`config.mk`:
```
export PLATFORM = sky130hd
export DESIGN_NAME = mem_port_arbiter
export DESIGN_NICKNAME = d
export VERILOG_FILES = /design/src/rtl/mem_port_arbiter.sv
export SDC_FILE = /design/constraint.sdc
export NUM_CORES = 1
export LEC_CHECK = 0
export CORE_UTILIZATION = 48
export DETAILED_ROUTE_END_ITERATION = 6
export PLACE_DENSITY = 0.66
export SYNTH_ARGS = -nofsm -noshare
export SYNTH_HDL_FRONTEND = slang
export SYNTH_SLANG_ARGS = --single-unit
```
`constraint.sdc`:
```
create_clock -name clk -period 6.62 [get_ports clk]
set_input_delay 1.655 -clock clk [delete_from_list [all_inputs] [get_ports clk]]
set_output_delay 1.655 -clock clk [all_outputs]
set_load 0.01 [all_outputs]
```
`src/rtl/mem_port_arbiter.sv`:
```
// Single-port 16x8 unified RAM shared by instruction fetch, data access and
// a debug/program loader. One access per clock; loader has fixed priority,
// fetch/data alternate round-robin, and a requester that has waited
// MAX_WAIT cycles overrides the loader so the pipeline cannot starve.
module mem_port_arbiter #(
    parameter int DATA_W   = 8,
    parameter int ADDR_W   = 4,
    parameter int MAX_WAIT = 3
) (
    input  logic              clk,
    input  logic              rst,
    input  logic              if_req,
    input  logic [ADDR_W-1:0] if_addr,
    output logic              if_gnt,
    output logic              if_rvalid,
    input  logic              dm_req,
    input  logic              dm_we,
    input  logic [ADDR_W-1:0] dm_addr,
    input  logic [DATA_W-1:0] dm_wdata,
    output logic              dm_gnt,
    output logic              dm_rvalid,
    input  logic              dbg_req,
    input  logic              dbg_we,
    input  logic [ADDR_W-1:0] dbg_addr,
    input  logic [DATA_W-1:0] dbg_wdata,
    output logic              dbg_gnt,
    output logic              dbg_rvalid,
    output logic [DATA_W-1:0] rdata
);

    localparam int DEPTH  = 1 << ADDR_W;
    localparam int WAIT_W = $clog2(MAX_WAIT + 1);
    localparam logic [WAIT_W-1:0] WAIT_MAX = WAIT_W'(MAX_WAIT);

    typedef enum logic [1:0] {
        SEL_NONE,
        SEL_IF,
        SEL_DM,
        SEL_DBG
    } sel_e;

    logic [DATA_W-1:0] mem_q [DEPTH];
    logic [DATA_W-1:0] rdata_q, rdata_d;
    logic [2:0]        rvalid_q, rvalid_d;    // {dbg, dm, if}
    logic [WAIT_W-1:0] wait_if_q, wait_if_d;
    logic [WAIT_W-1:0] wait_dm_q, wait_dm_d;
    logic              rr_last_dm_q, rr_last_dm_d; // 1 = DM was granted last

    sel_e              sel;
    logic              if_aged, dm_aged;
    logic [ADDR_W-1:0] acc_addr;
    logic              acc_we;
    logic [DATA_W-1:0] acc_wdata;

    // Grant selection: aged IF/DM first, then loader, then round-robin IF/DM.
    always_comb begin
        sel     = SEL_NONE;
        if_aged = if_req && (wait_if_q == WAIT_MAX);
        dm_aged = dm_req && (wait_dm_q == WAIT_MAX);
        if (rst) begin
            sel = SEL_NONE;
        end else if (if_aged && dm_aged) begin
            sel = rr_last_dm_q ? SEL_IF : SEL_DM;
        end else if (if_aged) begin
            sel = SEL_IF;
        end else if (dm_aged) begin
            sel = SEL_DM;
        end else if (dbg_req) begin
            sel = SEL_DBG;
        end else if (if_req && dm_req) begin
            sel = rr_last_dm_q ? SEL_IF : SEL_DM;
        end else if (if_req) begin
            sel = SEL_IF;
        end else if (dm_req) begin
            sel = SEL_DM;
        end
    end

    assign if_gnt  = (sel == SEL_IF);
    assign dm_gnt  = (sel == SEL_DM);
    assign dbg_gnt = (sel == SEL_DBG);

    // Route the granted requester onto the single RAM port; fetch never writes.
    always_comb begin
        acc_addr  = '0;
        acc_we    = 1'b0;
        acc_wdata = '0;
        unique case (sel)
            SEL_IF: begin
                acc_addr = if_addr;
            end
            SEL_DM: begin
                acc_addr  = dm_addr;
                acc_we    = dm_we;
                acc_wdata = dm_wdata;
            end
            SEL_DBG: begin
                acc_addr  = dbg_addr;
                acc_we    = dbg_we;
                acc_wdata = dbg_wdata;
            end
            default: ;
        endcase
    end

    // Next-state for read data, read-valid pulses, wait counters and rr pointer.
    always_comb begin
        rdata_d      = rdata_q;
        rvalid_d     = 3'b000;
        wait_if_d    = '0;
        wait_dm_d    = '0;
        rr_last_dm_d = rr_last_dm_q;
        if (sel != SEL_NONE && !acc_we) begin
            rdata_d = mem_q[acc_addr];
            rvalid_d[0] = (sel == SEL_IF);
            rvalid_d[1] = (sel == SEL_DM);
            rvalid_d[2] = (sel == SEL_DBG);
        end
        if (if_req && sel != SEL_IF) begin
            wait_if_d = (wait_if_q == WAIT_MAX) ? WAIT_MAX : wait_if_q + 1'b1;
        end
        if (dm_req && sel != SEL_DM) begin
            wait_dm_d = (wait_dm_q == WAIT_MAX) ? WAIT_MAX : wait_dm_q + 1'b1;
        end
        if (sel == SEL_IF) begin
            rr_last_dm_d = 1'b0;
        end else if (sel == SEL_DM) begin
            rr_last_dm_d = 1'b1;
        end
    end

    // Arbiter and read-path state registers.
    always_ff @(posedge clk) begin
        if (rst) begin
            rdata_q      <= '0;
            rvalid_q     <= 3'b000;
            wait_if_q    <= '0;
            wait_dm_q    <= '0;
            rr_last_dm_q <= 1'b1;
        end else begin
            rdata_q      <= rdata_d;
            rvalid_q     <= rvalid_d;
            wait_if_q    <= wait_if_d;
            wait_dm_q    <= wait_dm_d;
            rr_last_dm_q <= rr_last_dm_d;
        end
    end

    // RAM words: cleared on reset, written when the granted access is a write.
    generate
        for (genvar gi = 0; gi < DEPTH; gi++) begin : g_word
            always_ff @(posedge clk) begin
                if (rst) begin
                    mem_q[gi] <= '0;
                end else if (sel != SEL_NONE && acc_we && acc_addr == ADDR_W'(gi)) begin
                    mem_q[gi] <= acc_wdata;
                end
            end
        end
    endgenerate

    // A read completing into a reset cycle is not reported as valid.
    assign if_rvalid  = rvalid_q[0] & ~rst;
    assign dm_rvalid  = rvalid_q[1] & ~rst;
    assign dbg_rvalid = rvalid_q[2] & ~rst;
    assign rdata      = rdata_q;

endmodule

```
==> flow_summary_export.csv, run 1 <==
group,metric,value,unit
outcome,status,"finished, final reports clean",
timing,worst_slack,776.3,ps
placement,place_hpwl,11980,µm
floorplanning,die_area,14230,µm²
floorplanning,io_pins,49,
clocking,cts_made_buffers,17,
floorplanning,die-height,119.3,µm
global_routing,grt_usage,26.26,%
timing,timing.final.crit_share,88.27,%
detailed_routing,drc_errors,0,
critical_path,criticalPathCategory,"input port to output pin",
power_and_ir_drop,finalPower,2.232,mW
layout,diodes,0,
critical_path,reg2reg_slack,2420,ps
timing,skew,6.977,ps
timing,tns,0,ps
layout,final_cell_mix,"nor2_1 (159), edfxtp_1 (128), nand2_1 (100), clkdlybuf4s50_1 (48), mux2i_1 (20)",
power_and_ir_drop,max-vdd-ir-drop,0.1665,mV
global_routing,grt_antenna_before_repair,0,
critical_path,max_stage_delay,650,ps
yosys,ys_seq_area_share,63.08,%
detailed_routing,drtIter0Drc,539,
layout,nets,695,
yosys,synth.area.top_cells,"edfxtp_1 (58%), nor2_1 (9.0%), nand2_1 (5.7%)",
timing,finalSetupViolations,0,
layout,final_cells,845,
yosys,synthesis.area,6601,µm²
global_routing,grt_pass1_vias,4805,
placement,buffer_ports.inserted,48,
detailed_routing,routedWlPerCell,21.22,µm
clocking,cts_resized,0,
critical_path,critPathSlowestCell,"clkdlybuf4s50_1",
global_routing,grt-ovfl-total,0,
critical_path,cp-end-kind,"output pin",
yosys,synthFlopType,"edfxtp_1",
timing,fmax,171.1,MHz
yosys,ys_warn_count,0,
detailed_routing,firstDrtPassIters,6,
power_and_ir_drop,power_density,284.5,nW/µm²
timing,fin_hold_ws,479.8,ps
clocking,clock_sinks,144,
placement,gp_routability_congestion,0.8973,
detailed_routing,ant_nets,0,
global_routing,met3_usage,5.077,%
timing,rsz0062_at_grt,"no",
critical_path,worstSetupStartpoint,"dm_req",
critical_path,cp.arrival,4190,ps
timing,slew_viol_final,0,
critical_path,cp_num_buf_inv,4,
global_routing,grtUsageMet1,34.00,%
global_routing,busiest_layer,"met2",
critical_path,cp_max_fo,16,
layout,synthToLayoutAreaGrowth,18.84,%
global_routing,grt_max_degree,30,
timing,period_needed,5844,ps
global_routing,grt_use_met2,42.44,%
detailed_routing,routed_wirelength,17930,µm
yosys,yosys.area.top_type,"edfxtp_1",
clocking,ctsHtreeMaxLevel,4,
clocking,hold_buffers,0,
critical_path,start_kind,"input port",
clocking,clockRootBuffer,"clkbuf_16",
layout,final_util,58.77,%
yosys,synth.distinct_cells,52,
critical_path,cp_cell_sequence,"clkdlybuf4s50_1 -> inv_1 -> a31oi_1 -> nor2_1 -> or3_1 -> inv_1 -> ha_1 -> clkdlybuf4s50_1",
timing,relSlewSlack,25.32,%
detailed_routing,vias,5025,
critical_path,r2r-start,"wait_dm_q[0]$_SDFF_PP0_",
worst_hold_path,holdCritStartpoint,"wait_if_q[0]$_SDFF_PP0_",
clocking,clockBufferDepth,2,
worst_hold_path,hp-class,"flip-flop to flip-flop",
floorplanning,die_w,119.3,µm
yosys,synthCells,606,
floorplanning,num_rows,42,
yosys,syn_nets,645,
power_and_ir_drop,leakage,2.822,nW
global_routing,grt_pass1_wl,27160,µm
layout,layout-drive-gt1-share,9.118,%
critical_path,cp_top_family,"buffers and inverters",
layout,layout_commonest_cell,"nor2_1",
clocking,postCtsSetupBuffers,0,
placement,pre_cts_slack,673.2,ps
clocking,cts.clk_slew.worst_paths,60,ps
yosys,synth_edf_count,128,
layout,final_area,7845,µm²
floorplanning,initial_utilization,49.46,%
critical_path,crit_required,4970,ps
placement,dpl_cell_area,7278,µm²
clocking,clock_latency,420,ps
yosys,syn_area_per_cell,10.89,µm²
yosys,async_flop_share,0,%
clocking,cts_tree,"built",
yosys,synth-seq-cells,144,
floorplanning,core,13350,µm²
run,cap_violations,0,
yosys,yosysTopAreaCellShare,58.23,%
timing,hold_violations,0,
detailed_routing,viasPerCell,5.947,
timing,tightest_slew,1120,ps
placement,place_inst,813,
-- Yosys cell counts (5+ instances only) --
cell      instances
and2_1            6
o221a_2           5
o21ai_0          12
inv_1             9
a21oi_1           7
nor2b_1           5
nand2_1         100
clkbuf_1         19
a311oi_1          7
nor2_1          159
edfxtp_1        128
mux2i_1          20
and3_1            8
a222oi_1          5
dfxtp_1          16
nand3_1           7
a22oi_1          18
buf_2            10
-- final timing paths --
| kind | to | depth (start not counted) |
|---|---|---|
| worst min register to register | wait_if_q[0]$_SDFF_PP0_ | 1 |
| worst min-delay path | wait_if_q[0]$_SDFF_PP0_ | 1 |
| worst max register to register | rdata[3]$_SDFFE_PP0P_ | 10 |
| worst max-delay path | dbg_gnt | 8 |
-- layout make-up --
type	instances	area [µm²]
clock buffers	21	450.4
clock inverters	11	116.4
fillers	1127	5503
inverters	10	37.54
multi-input cells	417	2228
flip-flops and latches	144	4164
well taps	176	220.2
repair buffers	66	628.1
-- cells by family after synthesis --
logic type / after synthesis / share of synthesized area, %
AOI/OAI and AO/OA: 90 / 10.73
adders and majority gates: 4 / 0.7582
muxes: 22 / 3.374
buffers and inverters: 45 / 3.165
DFF: 144 / 63.08
and+or+nand+nor: 301 / 18.90
-- flip-flops by register name, indices dropped and copies added, names as in the netlist --
name / count
wait_dm_q: 2
rdata: 8
mem_q: 128
rr_last_dm_q: 1
rvalid_q: 3
wait_if_q: 2
-- power by group --
| group | internal (mW) | switching (mW) | leakage, nW |
|---|---|---|---|
| Sequential | 1.02 | 0.0167 | 1.46 |
| Clock | 0.561 | 0.366 | 0.274 |
| Combinational | 0.0977 | 0.167 | 1.09 |
-- layer usage --
layer  vias up  wire, µm
met3        39      1429
met5         -         0
li1       2264         -
met4         0       505
met1      2507      7330
met2       215      8667
No activity file was read; power rests on OpenSTA's default activity.
==> run 2, diff against run 1 <==
--- a/config.mk
+++ b/config.mk
@@ -7,7 +7,8 @@
 export LEC_CHECK = 0
 export CORE_UTILIZATION = 48
 export DETAILED_ROUTE_END_ITERATION = 6
-export PLACE_DENSITY = 0.66
+export DONT_BUFFER_PORTS = 1
+export PLACE_DENSITY = 0.62
 export SYNTH_ARGS = -nofsm -noshare
 export SYNTH_HDL_FRONTEND = slang
 export SYNTH_SLANG_ARGS = --single-unit
==> flow_summary_export.csv, run 2 (same netlist as run 1, synthesis figures left out) <==
group,metric,value,unit
clocking,cts_tree,"built",
power_and_ir_drop,power.share.clock,40.0,%
power_and_ir_drop,p_comb_share,10.2,%
layout,largest_reg_flops,128,
layout,diodes,0,
clocking,clockRootBuffer,"clkbuf_16",
placement,place_hpwl,11830,µm
global_routing,grt_pass1_vias,4678,
detailed_routing,viasPerCell,6.091,
timing,hold_violations,0,
power_and_ir_drop,power.internal,1.581,mW
critical_path,critPathSlowestCell,"a222oi_1",
layout,final_cell_mix,"nor2_1 (159), edfxtp_1 (128), nand2_1 (100), mux2i_1 (20), a22oi_1 (18)",
power_and_ir_drop,power_density,289.6,nW/µm²
timing,tightest_slew,1375,ps
critical_path,start_kind,"input port",
detailed_routing,drtIter0Drc,612,
clocking,hold_buffers,0,
power_and_ir_drop,share_seq_of_total_power,49.8,%
clocking,cts.clk_slew.worst_paths,50,ps
critical_path,crit_required,6660,ps
detailed_routing,ant_nets,0,
detailed_routing,dr.max_layer_used,"met4",
critical_path,cp.arrival,5610,ps
timing,period_needed,5570,ps
floorplanning,num_rows,42,
detailed_routing,routedWlPerCell,22.21,µm
layout,synthToLayoutAreaGrowth,9.875,%
placement,buffer_ports.inserted,0,
critical_path,criticalPathCategory,"input port to flip-flop",
timing,rsz0062_at_grt,"no",
timing,timing.final.crit_share,84.14,%
layout,top_register,"mem_q",
global_routing,grt-ovfl-total,0,
critical_path,cp_max_fo,17,
clocking,ctsHtreeMaxLevel,4,
global_routing,grt_pass1_wl,27070,µm
timing,slew_viol_final,0,
power_and_ir_drop,switching_share,24.70,%
detailed_routing,vias,4818,
power_and_ir_drop,switching_power,0.5187,mW
critical_path,critPathMostFrequentCell,"nand3_1",
timing,tns,0,ps
layout,final_cells,791,
detailed_routing,wl_met1,7290,µm
detailed_routing,wl_met2,8203,µm
timing,fmax,179.5,MHz
critical_path,cp-end-kind,"flip-flop",
detailed_routing,drc_errors,0,
clocking,cts_made_buffers,17,
run,cap_violations,0,
floorplanning,die_area,14230,µm²
layout,layout-drive-gt1-share,8.455,%
global_routing,grt_antenna_before_repair,0,
timing,relSlewSlack,8.341,%
critical_path,cp_cell_sequence,"nand3_1 -> nand3_1 -> nand2_1 -> a311o_1 -> ha_1 -> a222oi_1 -> nand3b_1 -> o31ai_1",
floorplanning,initial_utilization,49.46,%
placement,gp_routability_congestion,0.9104,
detailed_routing,routed_wirelength,17570,µm
clocking,clockBufferDepth,2,
floorplanning,core,13350,µm²
clocking,clock_latency,430,ps
floorplanning,die-height,119.3,µm
clocking,clock_sinks,144,
worst_hold_path,hp-class,"flip-flop to flip-flop",
outcome,status,"finished, final reports clean",
global_routing,grt_max_degree,36,
floorplanning,io_pins,49,
timing,finalSetupViolations,0,
power_and_ir_drop,max-vdd-ir-drop,0.2212,mV
placement,place_inst,759,
power_and_ir_drop,leakage,2.586,nW
detailed_routing,route.met3.wl,1612,µm
layout,layout_commonest_cell,"nor2_1",
global_routing,grt_usage,26.56,%
layout,nets,641,
critical_path,max_stage_delay,1250,ps
timing,skew,8.542,ps
detailed_routing,firstDrtPassIters,5,
clocking,postCtsSetupBuffers,0,
floorplanning,die_w,119.3,µm
clocking,cts_resized,0,
==> run 2: stage by stage <==
stage          worst slack (ps)  power, mW  hold slack [ps]  cell area [µm²]  util [%]
2_1_floorplan              1758      1.209            450.1             6601         -
3_3_place_gp              874.1      1.272            468.7             6740     50.50
3_5_place_dp              778.2      1.275            480.7             6740     50.50
4_1_cts                    1229      2.107            499.3             7253     54.34
5_1_grt                   846.7      2.166            537.4             7253     54.34
6_report                   1050      2.100            505.9             7253     54.34
==> run 2: cell type report <==
| cell class | instances | area, µm² |
|---|---|---|
| flip-flops and latches | 144 | 4164 |
| clock buffers | 25 | 475.5 |
| well taps | 176 | 220.2 |
| inverters | 10 | 37.54 |
| multi-input cells | 417 | 2228 |
| clock inverters | 7 | 37.54 |
| repair buffers | 12 | 90.09 |
| fillers | 1184 | 6095 |
==> run 2: path summary, 6_finish.rpt <==
kind / from / end / slack, ps / depth (start not counted)
worst max register to register: wait_if_q[1]$_SDFF_PP0_ / mem_q[0][2]$_SDFFCE_PN0P_ / 1850 / 8
worst min register to register: wait_if_q[1]$_SDFF_PP0_ / wait_if_q[0]$_SDFF_PP0_ / 510 / 2
worst min-delay path: wait_if_q[1]$_SDFF_PP0_ / wait_if_q[0]$_SDFF_PP0_ / 510 / 2
worst max-delay path: if_req / mem_q[0][2]$_SDFFCE_PN0P_ / 1050 / 8
==> run 2: critical path: cells and delay by family <==
| family | cells | cell delay, ps |
|---|---|---|
| compound gates | 3 | 2730 |
| simple gates | 4 | 720 |
| fa+ha+maj | 1 | 490 |
==> run 2: metal layers <==
metal	global-route usage [%]	vias up
met5	0	-
met2	41.10	273
met4	11.95	0
li1	-	2163
met1	35.59	2342
met3	6.178	40
==> run 2: power by group through the flow <==
stage                     clock network [mW]  registers [mW]  logic (mW)
final                                  0.839            1.05       0.214
after global routing                   0.885            1.05       0.231
after CTS                              0.851            1.05       0.210
after detailed placement                   0            1.07       0.209
after global placement                     0            1.06       0.207
after floorplan                            0            1.06       0.153
==> run 3, diff against run 2 <==
--- a/config.mk
+++ b/config.mk
@@ -8,7 +8,7 @@
 export CORE_UTILIZATION = 48
 export DETAILED_ROUTE_END_ITERATION = 6
 export DONT_BUFFER_PORTS = 1
-export PLACE_DENSITY = 0.62
+export PLACE_DENSITY = 0.64
 export SYNTH_ARGS = -nofsm -noshare
 export SYNTH_HDL_FRONTEND = slang
 export SYNTH_SLANG_ARGS = --single-unit
==> constraint.sdc (replaced) <==
create_clock -name clk -period 5.05 [get_ports clk]
set_input_delay 1.2625 -clock clk [delete_from_list [all_inputs] [get_ports clk]]
set_output_delay 1.2625 -clock clk [all_outputs]
set_load 0.01 [all_outputs]
==> flow_summary_export.csv, run 3 (same netlist as run 1, synthesis figures left out) <==
group,metric,value,unit
outcome,status,"finished, final reports clean",
detailed_routing,routed_wirelength,17620,µm
critical_path,worstSetupStartpoint,"dbg_req",
timing,relSlewSlack,24.97,%
floorplanning,num_rows,42,
critical_path,cp_max_fo,16,
critical_path,cp.arrival,4720,ps
power_and_ir_drop,max-vdd-ir-drop,0.2639,mV
clocking,clockBufferDepth,2,
run,cap_violations,0,
worst_hold_path,hold-path-cell-count,2,
global_routing,grt_usage,26.37,%
floorplanning,die_area,14230,µm²
layout,layout_commonest_cell,"nor2_1",
detailed_routing,vias,4851,
power_and_ir_drop,power_density,391.3,nW/µm²
detailed_routing,routedWlPerCell,21.97,µm
clocking,postCtsSetupBuffers,0,
layout,layout-drive-gt1-share,11.02,%
critical_path,max_stage_delay,1080,ps
floorplanning,die-height,119.3,µm
worst_hold_path,hold_end,"wait_if_q[0]$_SDFF_PP0_",
clocking,clock_sinks,144,
critical_path,r2r-start,"wait_if_q[0]$_SDFF_PP0_",
timing,tns,0,ps
clocking,hold_buffers,0,
clocking,cts_made_buffers,17,
placement,buffer_ports.inserted,0,
clocking,clock_latency,430,ps
timing,tightest_slew,1125,ps
detailed_routing,viasPerCell,6.049,
global_routing,grt_max_degree,35,
global_routing,grt-ovfl-total,0,
timing,finalSetupViolations,0,
critical_path,cp-end-kind,"flip-flop",
detailed_routing,firstDrtPassIters,5,
layout,top_register,"mem_q",
layout,diodes,0,
placement,place_hpwl,12010,µm
critical_path,start_kind,"input port",
worst_hold_path,holdCritStartpoint,"wait_if_q[1]$_SDFF_PP0_",
floorplanning,core,13350,µm²
floorplanning,initial_utilization,49.46,%
global_routing,grt_antenna_before_repair,0,
timing,skew,8.027,ps
critical_path,reg2reg_slack,1060,ps
placement,gp_routability_congestion,0.9078,
clocking,cts_tree,"built",
timing,period_needed,4432,ps
timing,fmax,225.6,MHz
layout,nets,652,
layout,final_cell_mix,"nor2_1 (159), edfxtp_1 (128), nand2_1 (100), buf_4 (22), mux2i_1 (20)",
critical_path,crit_required,5340,ps
detailed_routing,ant_nets,0,
critical_path,reg2reg_to,"mem_q[0][4]$_SDFFCE_PN0P_",
floorplanning,io_pins,49,
global_routing,grt_pass1_wl,27030,µm
clocking,ctsHtreeMaxLevel,4,
critical_path,criticalPathCategory,"input port to flip-flop",
timing,slew_viol_final,0,
timing,hold_violations,0,
critical_path,cp_cell_sequence,"a21oi_1 -> a21o_1 -> a311o_1 -> inv_1 -> ha_1 -> a222oi_1 -> nand2_1 -> nand2b_1 -> and2_1 -> nand3b_1 -> nor2_1",
detailed_routing,drtIter0Drc,611,
layout,final_cells,802,
timing,rsz0062_at_grt,"no",
clocking,cts.clk_slew.worst_paths,60,ps
clocking,clockRootBuffer,"clkbuf_16",
worst_hold_path,hp-class,"flip-flop to flip-flop",
layout,synthToLayoutAreaGrowth,12.38,%
timing,timing.final.crit_share,87.77,%
clocking,cts_resized,0,
critical_path,r2r_cells,11,
critical_path,critPathSlowestCell,"a222oi_1",
layout,largest_reg_flops,128,
floorplanning,die_w,119.3,µm
power_and_ir_drop,leakage,2.675,nW
detailed_routing,drc_errors,0,
placement,place_inst,770,
global_routing,grt_pass1_vias,4609,
-- run 3: worst max-delay path by stage --
stage,end,slack [ps],depth (start not counted)
floorplan,mem_q[0][0]$_SDFFCE_PN0P_,580,11
global placement,rdata[7]$_SDFFE_PP0P_,360,10
detailed placement,rdata[7]$_SDFFE_PP0P_,230,10
CTS,rdata[7]$_SDFFE_PP0P_,650,10
global route,mem_q[0][2]$_SDFFCE_PN0P_,330,11
finish,mem_q[0][4]$_SDFFCE_PN0P_,620,11
-- run 3: report_power, final --
part / switching (mW) / leakage (nW) / total [mW] / internal, mW
combinational: 0.201 / 0.931 / 0.291 / 0.0903
clock: 0.481 / 0.284 / 1.24 / 0.759
sequential: 0.0283 / 1.46 / 1.37 / 1.34
total: 0.711 / 2.68 / 2.90 / 2.19
-- run 3: through the flow --
stage | utilization [%] | setup slack [ps] | cell area [µm²] | hold WS (ps) | power (mW)
after detailed placement | 51.21 | 226.9 | 6835 | 481.4 | 1.682
after global placement | 51.21 | 355.7 | 6835 | 471.9 | 1.675
final | 55.58 | 617.7 | 7418 | 484.5 | 2.903
after CTS | 55.58 | 653.4 | 7418 | 484.6 | 2.904
after floorplan | - | 580.6 | 6601 | 450.1 | 1.585
after global routing | 55.58 | 331.3 | 7418 | 525.3 | 2.983
-- run 3: area by class of cell --
cell class              instances  area, µm²
repair buffers                 23      185.2
clock inverters                11      112.6
multi-input cells             417       2228
fillers                      1109       5929
flip-flops and latches        144       4164
clock buffers                  21      470.5
inverters                      10      37.54
well taps                     176      220.2
-- run 3: routing by layer --
| layer | vias to the layer above | wire length [µm] | track usage [%] |
|---|---|---|---|
| li1 | 2183 | - | - |
| met1 | 2375 | 7437 | 36.82 |
| met2 | 254 | 8135 | 39.68 |
| met3 | 39 | 1564 | 6.274 |
| met4 | 0 | 483 | 10.36 |
| met5 | - | 0 | 0 |
-- run 3: worst max-delay path, delay by kind of cell --
family	cells	cell delay, ps
buffers and inverters	1	80
adders and majority gates	1	450
AOI/OAI and AO/OA	4	1610
and+or+nand+nor	5	1300
